$ cat src/rtl/rrg_job_sequencer.sv
// Job sequencer for the realtime ramp generator: arbitrates whole ramp jobs from two
// requesters and serialises each one into the command/register write sequence.
module rrg_job_sequencer #(
  parameter int NR_DATASETS = 2,
  parameter int HOLD_CYCLES = 1
) (
  input  logic         clk,
  input  logic         reset,
  input  logic [1:0]   req_valid,
  output logic [1:0]   req_ready,
  input  logic [15:0]  req_dataset,
  input  logic [127:0] req_yset,
  input  logic [127:0] req_rset,
  input  logic [127:0] req_riset,
  input  logic [127:0] req_roset,
  input  logic [1:0]   req_activate,
  output logic [15:0]  reg_control,
  output logic [15:0]  reg_0,
  output logic [15:0]  reg_1,
  output logic [15:0]  reg_2,
  output logic [15:0]  reg_3,
  output logic         busy,
  output logic         done,
  output logic         err,
  output logic         grant_id
);

  typedef enum logic [1:0] {
    S_IDLE = 2'd0,
    S_CMD  = 2'd1,
    S_GAP  = 2'd2
  } state_t;

  localparam logic [7:0] HOLD_LAST = 8'(HOLD_CYCLES - 1);
  localparam logic [7:0] CODE_YSET = 8'd1;

  state_t      r_state;
  logic        r_last_grant;
  logic        r_grant_id;
  logic        r_busy;
  logic        r_done;
  logic        r_err;
  logic        r_activate;
  logic [7:0]  r_dataset;
  logic [7:0]  r_hold;
  logic [2:0]  r_step;
  logic [63:0] r_yset;
  logic [63:0] r_rset;
  logic [63:0] r_riset;
  logic [63:0] r_roset;
  logic [15:0] r_control;
  logic [63:0] r_value;

  logic [1:0]  w_grant;
  logic        w_gidx;
  logic        w_fire;
  logic        w_bad;
  logic        w_last_step;
  logic [2:0]  w_next_step;
  logic [7:0]  w_next_code;
  logic [7:0]  w_sel_dataset;
  logic [63:0] w_sel_yset;
  logic [63:0] w_sel_rset;
  logic [63:0] w_sel_riset;
  logic [63:0] w_sel_roset;
  logic        w_sel_activate;

  // Steps 0..3 carry a set value; UPDATE and SW_DATASET carry zero.
  function automatic logic [63:0] step_value(
    input logic [2:0]  s,
    input logic [63:0] y,
    input logic [63:0] r,
    input logic [63:0] ri,
    input logic [63:0] ro
  );
    logic [63:0] v;
    case (s)
      3'd0:    v = y;
      3'd1:    v = r;
      3'd2:    v = ri;
      3'd3:    v = ro;
      default: v = 64'd0;
    endcase
    return v;
  endfunction

  // Round-robin: on a tie the requester that did not win last time is chosen.
  always_comb begin
    w_grant = 2'b00;
    case (req_valid)
      2'b01:   w_grant = 2'b01;
      2'b10:   w_grant = 2'b10;
      2'b11:   w_grant = r_last_grant ? 2'b01 : 2'b10;
      default: w_grant = 2'b00;
    endcase
  end

  assign req_ready = (r_state == S_IDLE) ? w_grant : 2'b00;
  assign w_gidx    = w_grant[1];
  assign w_fire    = |(req_valid & req_ready);

  assign w_sel_dataset  = w_gidx ? req_dataset[15:8]    : req_dataset[7:0];
  assign w_sel_yset     = w_gidx ? req_yset[127:64]     : req_yset[63:0];
  assign w_sel_rset     = w_gidx ? req_rset[127:64]     : req_rset[63:0];
  assign w_sel_riset    = w_gidx ? req_riset[127:64]    : req_riset[63:0];
  assign w_sel_roset    = w_gidx ? req_roset[127:64]    : req_roset[63:0];
  assign w_sel_activate = w_gidx ? req_activate[1]      : req_activate[0];
  assign w_bad          = ({24'd0, w_sel_dataset} >= $unsigned(NR_DATASETS));

  assign w_last_step = r_activate ? (r_step == 3'd5) : (r_step == 3'd4);
  assign w_next_step = r_step + 3'd1;
  assign w_next_code = {5'd0, w_next_step} + 8'd1;

  always_ff @(posedge clk) begin
    if (reset) begin
      r_state      <= S_IDLE;
      r_last_grant <= 1'b1;
      r_grant_id   <= 1'b0;
      r_busy       <= 1'b0;
      r_done       <= 1'b0;
      r_err        <= 1'b0;
      r_activate   <= 1'b0;
      r_dataset    <= 8'd0;
      r_hold       <= 8'd0;
      r_step       <= 3'd0;
      r_yset       <= 64'd0;
      r_rset       <= 64'd0;
      r_riset      <= 64'd0;
      r_roset      <= 64'd0;
      r_control    <= 16'd0;
      r_value      <= 64'd0;
    end else begin
      r_done <= 1'b0;
      r_err  <= 1'b0;
      case (r_state)
        S_IDLE: begin
          if (w_fire) begin
            r_grant_id   <= w_gidx;
            r_last_grant <= w_gidx;
            if (w_bad) begin
              // Out-of-range dataset: consume the job but issue nothing.
              r_err <= 1'b1;
            end else begin
              r_dataset  <= w_sel_dataset;
              r_yset     <= w_sel_yset;
              r_rset     <= w_sel_rset;
              r_riset    <= w_sel_riset;
              r_roset    <= w_sel_roset;
              r_activate <= w_sel_activate;
              r_step     <= 3'd0;
              r_hold     <= 8'd0;
              r_busy     <= 1'b1;
              r_control  <= {w_sel_dataset, CODE_YSET};
              r_value    <= w_sel_yset;
              r_state    <= S_CMD;
            end
          end
        end
        S_CMD: begin
          if (r_hold == HOLD_LAST) begin
            r_control <= 16'd0;
            r_value   <= 64'd0;
            r_done    <= w_last_step;
            r_state   <= S_GAP;
          end else begin
            r_hold <= r_hold + 8'd1;
          end
        end
        S_GAP: begin
          if (w_last_step) begin
            r_busy  <= 1'b0;
            r_state <= S_IDLE;
          end else begin
            r_step    <= w_next_step;
            r_hold    <= 8'd0;
            r_control <= {r_dataset, w_next_code};
            r_value   <= step_value(w_next_step, r_yset, r_rset, r_riset, r_roset);
            r_state   <= S_CMD;
          end
        end
        default: r_state <= S_IDLE;
      endcase
    end
  end

  assign reg_control = r_control;
  assign reg_0       = r_value[15:0];
  assign reg_1       = r_value[31:16];
  assign reg_2       = r_value[47:32];
  assign reg_3       = r_value[63:48];
  assign busy        = r_busy;
  assign done        = r_done;
  assign err         = r_err;
  assign grant_id    = r_grant_id;

endmodule

$ cat config.mk
export PLATFORM = sky130hd
export DESIGN_NAME = rrg_job_sequencer
export DESIGN_NICKNAME = d
export VERILOG_FILES = /design/src/rtl/rrg_job_sequencer.sv
export SDC_FILE = /design/constraint.sdc
export NUM_CORES = 1
export LEC_CHECK = 0
export CAP_MARGIN = 20
export CORE_AREA = 2 2 240 242
export CTS_CLUSTER_DIAMETER = 100
export DETAILED_ROUTE_END_ITERATION = 10
export DIE_AREA = 0 0 242 244
export GPL_TIMING_DRIVEN = 1
export PLACE_DENSITY = 0.66
export SETUP_SLACK_MARGIN = 0.2
export SLEW_MARGIN = 20
export SYNTH_ARGS = -nofsm -noshare
export SYNTH_HDL_FRONTEND = slang
export SYNTH_SLANG_ARGS = --single-unit
$ cat constraint.sdc
create_clock -name clk -period 2.7 [get_ports clk]
set_input_delay 0.405 -clock clk [delete_from_list [all_inputs] [get_ports clk]]
set_output_delay 0.405 -clock clk [all_outputs]
set_load 0.02 [all_outputs]
==> impl_metrics.toml, run 1 <==
[run_status]
status = "completed"

[setup_path]
path_max_fanout = 75
cp-start-kind = "flip-flop"
r2r-end = "r_value[32]$_SDFFE_PP0P_"
path_cells = "ha_1, xor2_4, buf_12, a21oi_1, o21ai_0, o21a_1, a311oi_2"
endpoint_kind = "flip-flop"
critical_path_required_ns = 3.11
slowest_stage = "dfxtp_1"
cpPeakStageDelay_ns = 0.50
critPathArrivalTime_ns = 2.78
criticalPathCategory = "reg2reg"
ff2ff_path_depth = 7
r2r-start = "r_step[0]$_SDFFE_PP0P_"
ff2ff_setup_slack_ns = 0.32

[final_layout]
fin_nets = 3259
regArea_um2 = 7190
area_delta_synth_final_pct = 46.1
fillers = 5366
diodes = 0
layout-drive-gt1-share_pct = 6.79
final_cell_mix = "612 x clkdlybuf4s50_1, 359 x dfxtp_1, 282 x nand2_1"
layout_commonest_cell = "clkdlybuf4s50_1"
multiInputGateArea_um2 = 10300

[floorplanning]
rows = 87
die_w_um = 242
die_h_um = 244
die_area_um2 = 59000
start_util_pct = 32.8
core_area_um2 = 56200
num_io_pins = 620

[clock_network]
clkSinkCount = 359
clk_path_buf_depth = 3
cts-root-buf = "clkbuf_16"
clkLatencyLatePin_ns = 0.55
ctsHtreeMaxLevel = 2
holdBufCountCts = 0
tritoncts = "done"
numCtsBuffers = 41
path_clk_slew_ns = 0.06

[global_route]
grt_use_total_pct = 21.1
antenna_found_initial = 0
grt_pass1_vias = 17795
grt_max_degree = 155
grt_overflow = 0
grt_first_pass_wirelength_um = 100000

[logic_synthesis]
synth_flop_cell = "dfxtp_1"
synth_warnings = 0
synth_area_leaders = "dfxtp_1 39%, mux2i_1 14%, a211oi_1 11%, nand2_1 5.7%, a21oi_1 5.5%"
synthXorXnorAreaFrac_pct = 0.143
synth_fa_ha_area_share_pct = 0.747
syn-instance-count = 2201
postSynth.asyncResetShare_pct = 0
synth-edff-count = 0
synth.cell_area_um2 = 18400
synth_top_family_by_area = "compound AO/OA/AOI/OAI gates"
synthSimpleGateAreaFrac_pct = 13.5
ys_types = 50
synth_seq_cells = 359
seq_area_frac_synth_pct = 39.0
synth.avg_cell_area_um2 = 8.37
synth.top_cell.area_share_pct = 39.0
synth_top_area_cell = "dfxtp_1"
synthMuxAreaShare_pct = 14.4
synth-compound-area-share_pct = 26.4

[sta]
finClkSkew_ns = 0.0148
rsz0062_at_grt = "false"
setup_viol = 0
fin_tns_setup_ns = 0
hold_slack_ns = 0.275
fmax_mhz = 421
worstMarginPinSlew_ns = 1.07
slew_headroom_pct = 28.5
hold_viol_final = 0
finalCriticalPeriod_ns = 2.38
finalMaxSlewViolations = 0
finalCritPeriodShare_pct = 88.0

[routing]
drc_errors = 0
ant_nets = 0
viasPerCell = 5.22
vias = 18226
drt_wl_total_um = 65500
dr.pass1.iters = 5
wire_per_inst_um = 18.7
drtIter0Drc = 1072

[hold_path]
whs_path_depth = 2
min_to = "r_state[0]$_SDFFE_PP0P_"
hp-start = "reset"
worst_hold_path_type = "in2reg"

[power_and_ir_drop]
pwr_density_cell_nw_per_um2 = 659
internal-power_w = 0.0118
switching_share_pct = 33.2
clkPwrFrac_pct = 30.7
ir_drop_uv = 451
switchingPower_w = 0.00590
comb_power_share_pct = 35.4
leakage_nw = 9.83
p_seq_share_pct = 33.9

[placed_design]
port-buffer-count = 615
routabilityCongestion = 0.881
dp_hpwl_um = 47100

[flow_run]
cap_violations = 0
[flip-flops by register name, summed over array words and instances, names as in the netlist, 2 cells and up]
register / flops
r_dataset: 8
r_value: 64
reg_control: 12
r_roset: 64
r_state: 2
r_yset: 64
r_hold: 8
r_step: 3
r_rset: 64
r_riset: 64
[cell type report]
class / count / area share, %
tap: 756 / 3.52
timing repair buffer: 696 / 26.5
clock inverter: 9 / 0.386
clock buffer: 58 / 4.42
inverter: 11 / 0.153
multi-input combinational: 1605 / 38.3
sequential: 359 / 26.7
[power groups by stage]
stage | Combinational, W | Sequential (W) | Clock (W)
detailed placement | 0.00628 | 0.00612 | 0
finish | 0.00627 | 0.00601 | 0.00546
global placement | 0.00619 | 0.00611 | 0
global route | 0.00668 | 0.00606 | 0.00576
CTS | 0.00629 | 0.00601 | 0.00558
floorplan | 0.00297 | 0.00652 | 0
[layer usage]
| metal | track usage, % | routed length (µm) | up-vias |
|---|---|---|---|
| met4 | 5.41 | 1250 | 0 |
| met3 | 3.70 | 3970 | 76 |
| met5 | 0 | 0 | - |
| met2 | 37.0 | 32200 | 593 |
| li1 | - | - | 8995 |
| met1 | 26.8 | 28100 | 8562 |
[critical path, delay by kind of cell, from the launching register on]
kind	cells	cell delay [ns]
buffers and inverters	1	0.31
XOR/XNOR	1	0.27
AO/OA/AOI/OAI	4	0.67
adder cells (fa/ha/maj)	1	0.34
flip-flops	1	0.50
[kinds of logic (layout without fill, tap and decap cells)]
group                      Yosys count  count (layout)
DFF                                359             359
AOI/OAI and AO/OA                  705             705
muxes                              265             265
buffers and inverters              240             774
other                                1               4
and+or+nand+nor                    617             617
xor gates and xnor gates             3               3
adders and majority gates           11              11
[worst max-delay path by stage]
stage                               endpoint  cells after the start                    start  slack (ns)
floorplan           r_value[24]$_SDFFE_PP0P_                      8   r_step[0]$_SDFFE_PP0P_        0.60
global placement    r_value[35]$_SDFFE_PP0P_                      7             req_valid[0]        0.16
detailed placement   r_riset[5]$_SDFFE_PP0P_                      8           req_dataset[6]        0.08
CTS                             req_ready[1]                      5  r_state[0]$_SDFFE_PP0P_        0.23
global route        r_value[30]$_SDFFE_PP0P_                      7   r_step[0]$_SDFFE_PP0P_        0.20
finish              r_value[32]$_SDFFE_PP0P_                      7   r_step[0]$_SDFFE_PP0P_        0.32
[synth_stat cells, drive strengths merged, types with 2 or more instances]
library cell,number
o211ai,12
nand2b,3
a211oi,260
a311oi,66
nand2,282
xor2,2
o32ai,3
nor3,10
nand3,17
clkbuf,120
nor2b,2
a21oi,203
nor2,265
o41ai,2
dfxtp,359
nand4,12
or4,2
o21a,65
o32a,2
o21ai,80
and3,10
nand3b,3
buf,109
nor4,4
ha,11
inv,11
mux2i,265
a31oi,4
or3,4
[per-stage QoR]
| stage | instances | cell area [µm²] | setup WS [ns] | power [W] | utilization (%) |
|---|---|---|---|---|---|
| after CTS | 3494 | 26900 | 0.226 | 0.0179 | 47.9 |
| final | 3494 | 26900 | 0.324 | 0.0177 | 47.9 |
| after detailed placement | 3427 | 25600 | 0.0830 | 0.0124 | 45.6 |
| after global placement | 3427 | 25600 | 0.155 | 0.0123 | 45.6 |
| after global routing | 3494 | 26900 | 0.200 | 0.0185 | 47.9 |
| after floorplan | 2204 | 18400 | 0.596 | 0.00949 | - |
[what timing repair did]
item	in CTS	in global routing
gates resized for setup	1	1
pin swaps	0	0
buffers inserted	0	0
setup endpoints to repair	1	1
(Power assumes the default switching activity.)
==> run 2, diff against run 1 <==
--- a/config.mk
+++ b/config.mk
@@ -10,6 +10,7 @@
 export CTS_CLUSTER_DIAMETER = 100
 export DETAILED_ROUTE_END_ITERATION = 10
 export DIE_AREA = 0 0 242 244
+export GPL_ROUTABILITY_DRIVEN = 0
 export GPL_TIMING_DRIVEN = 1
 export PLACE_DENSITY = 0.66
 export SETUP_SLACK_MARGIN = 0.2
==> results of run 2 <==
The final DEF is identical to that of run 1; final timing and power are the same.
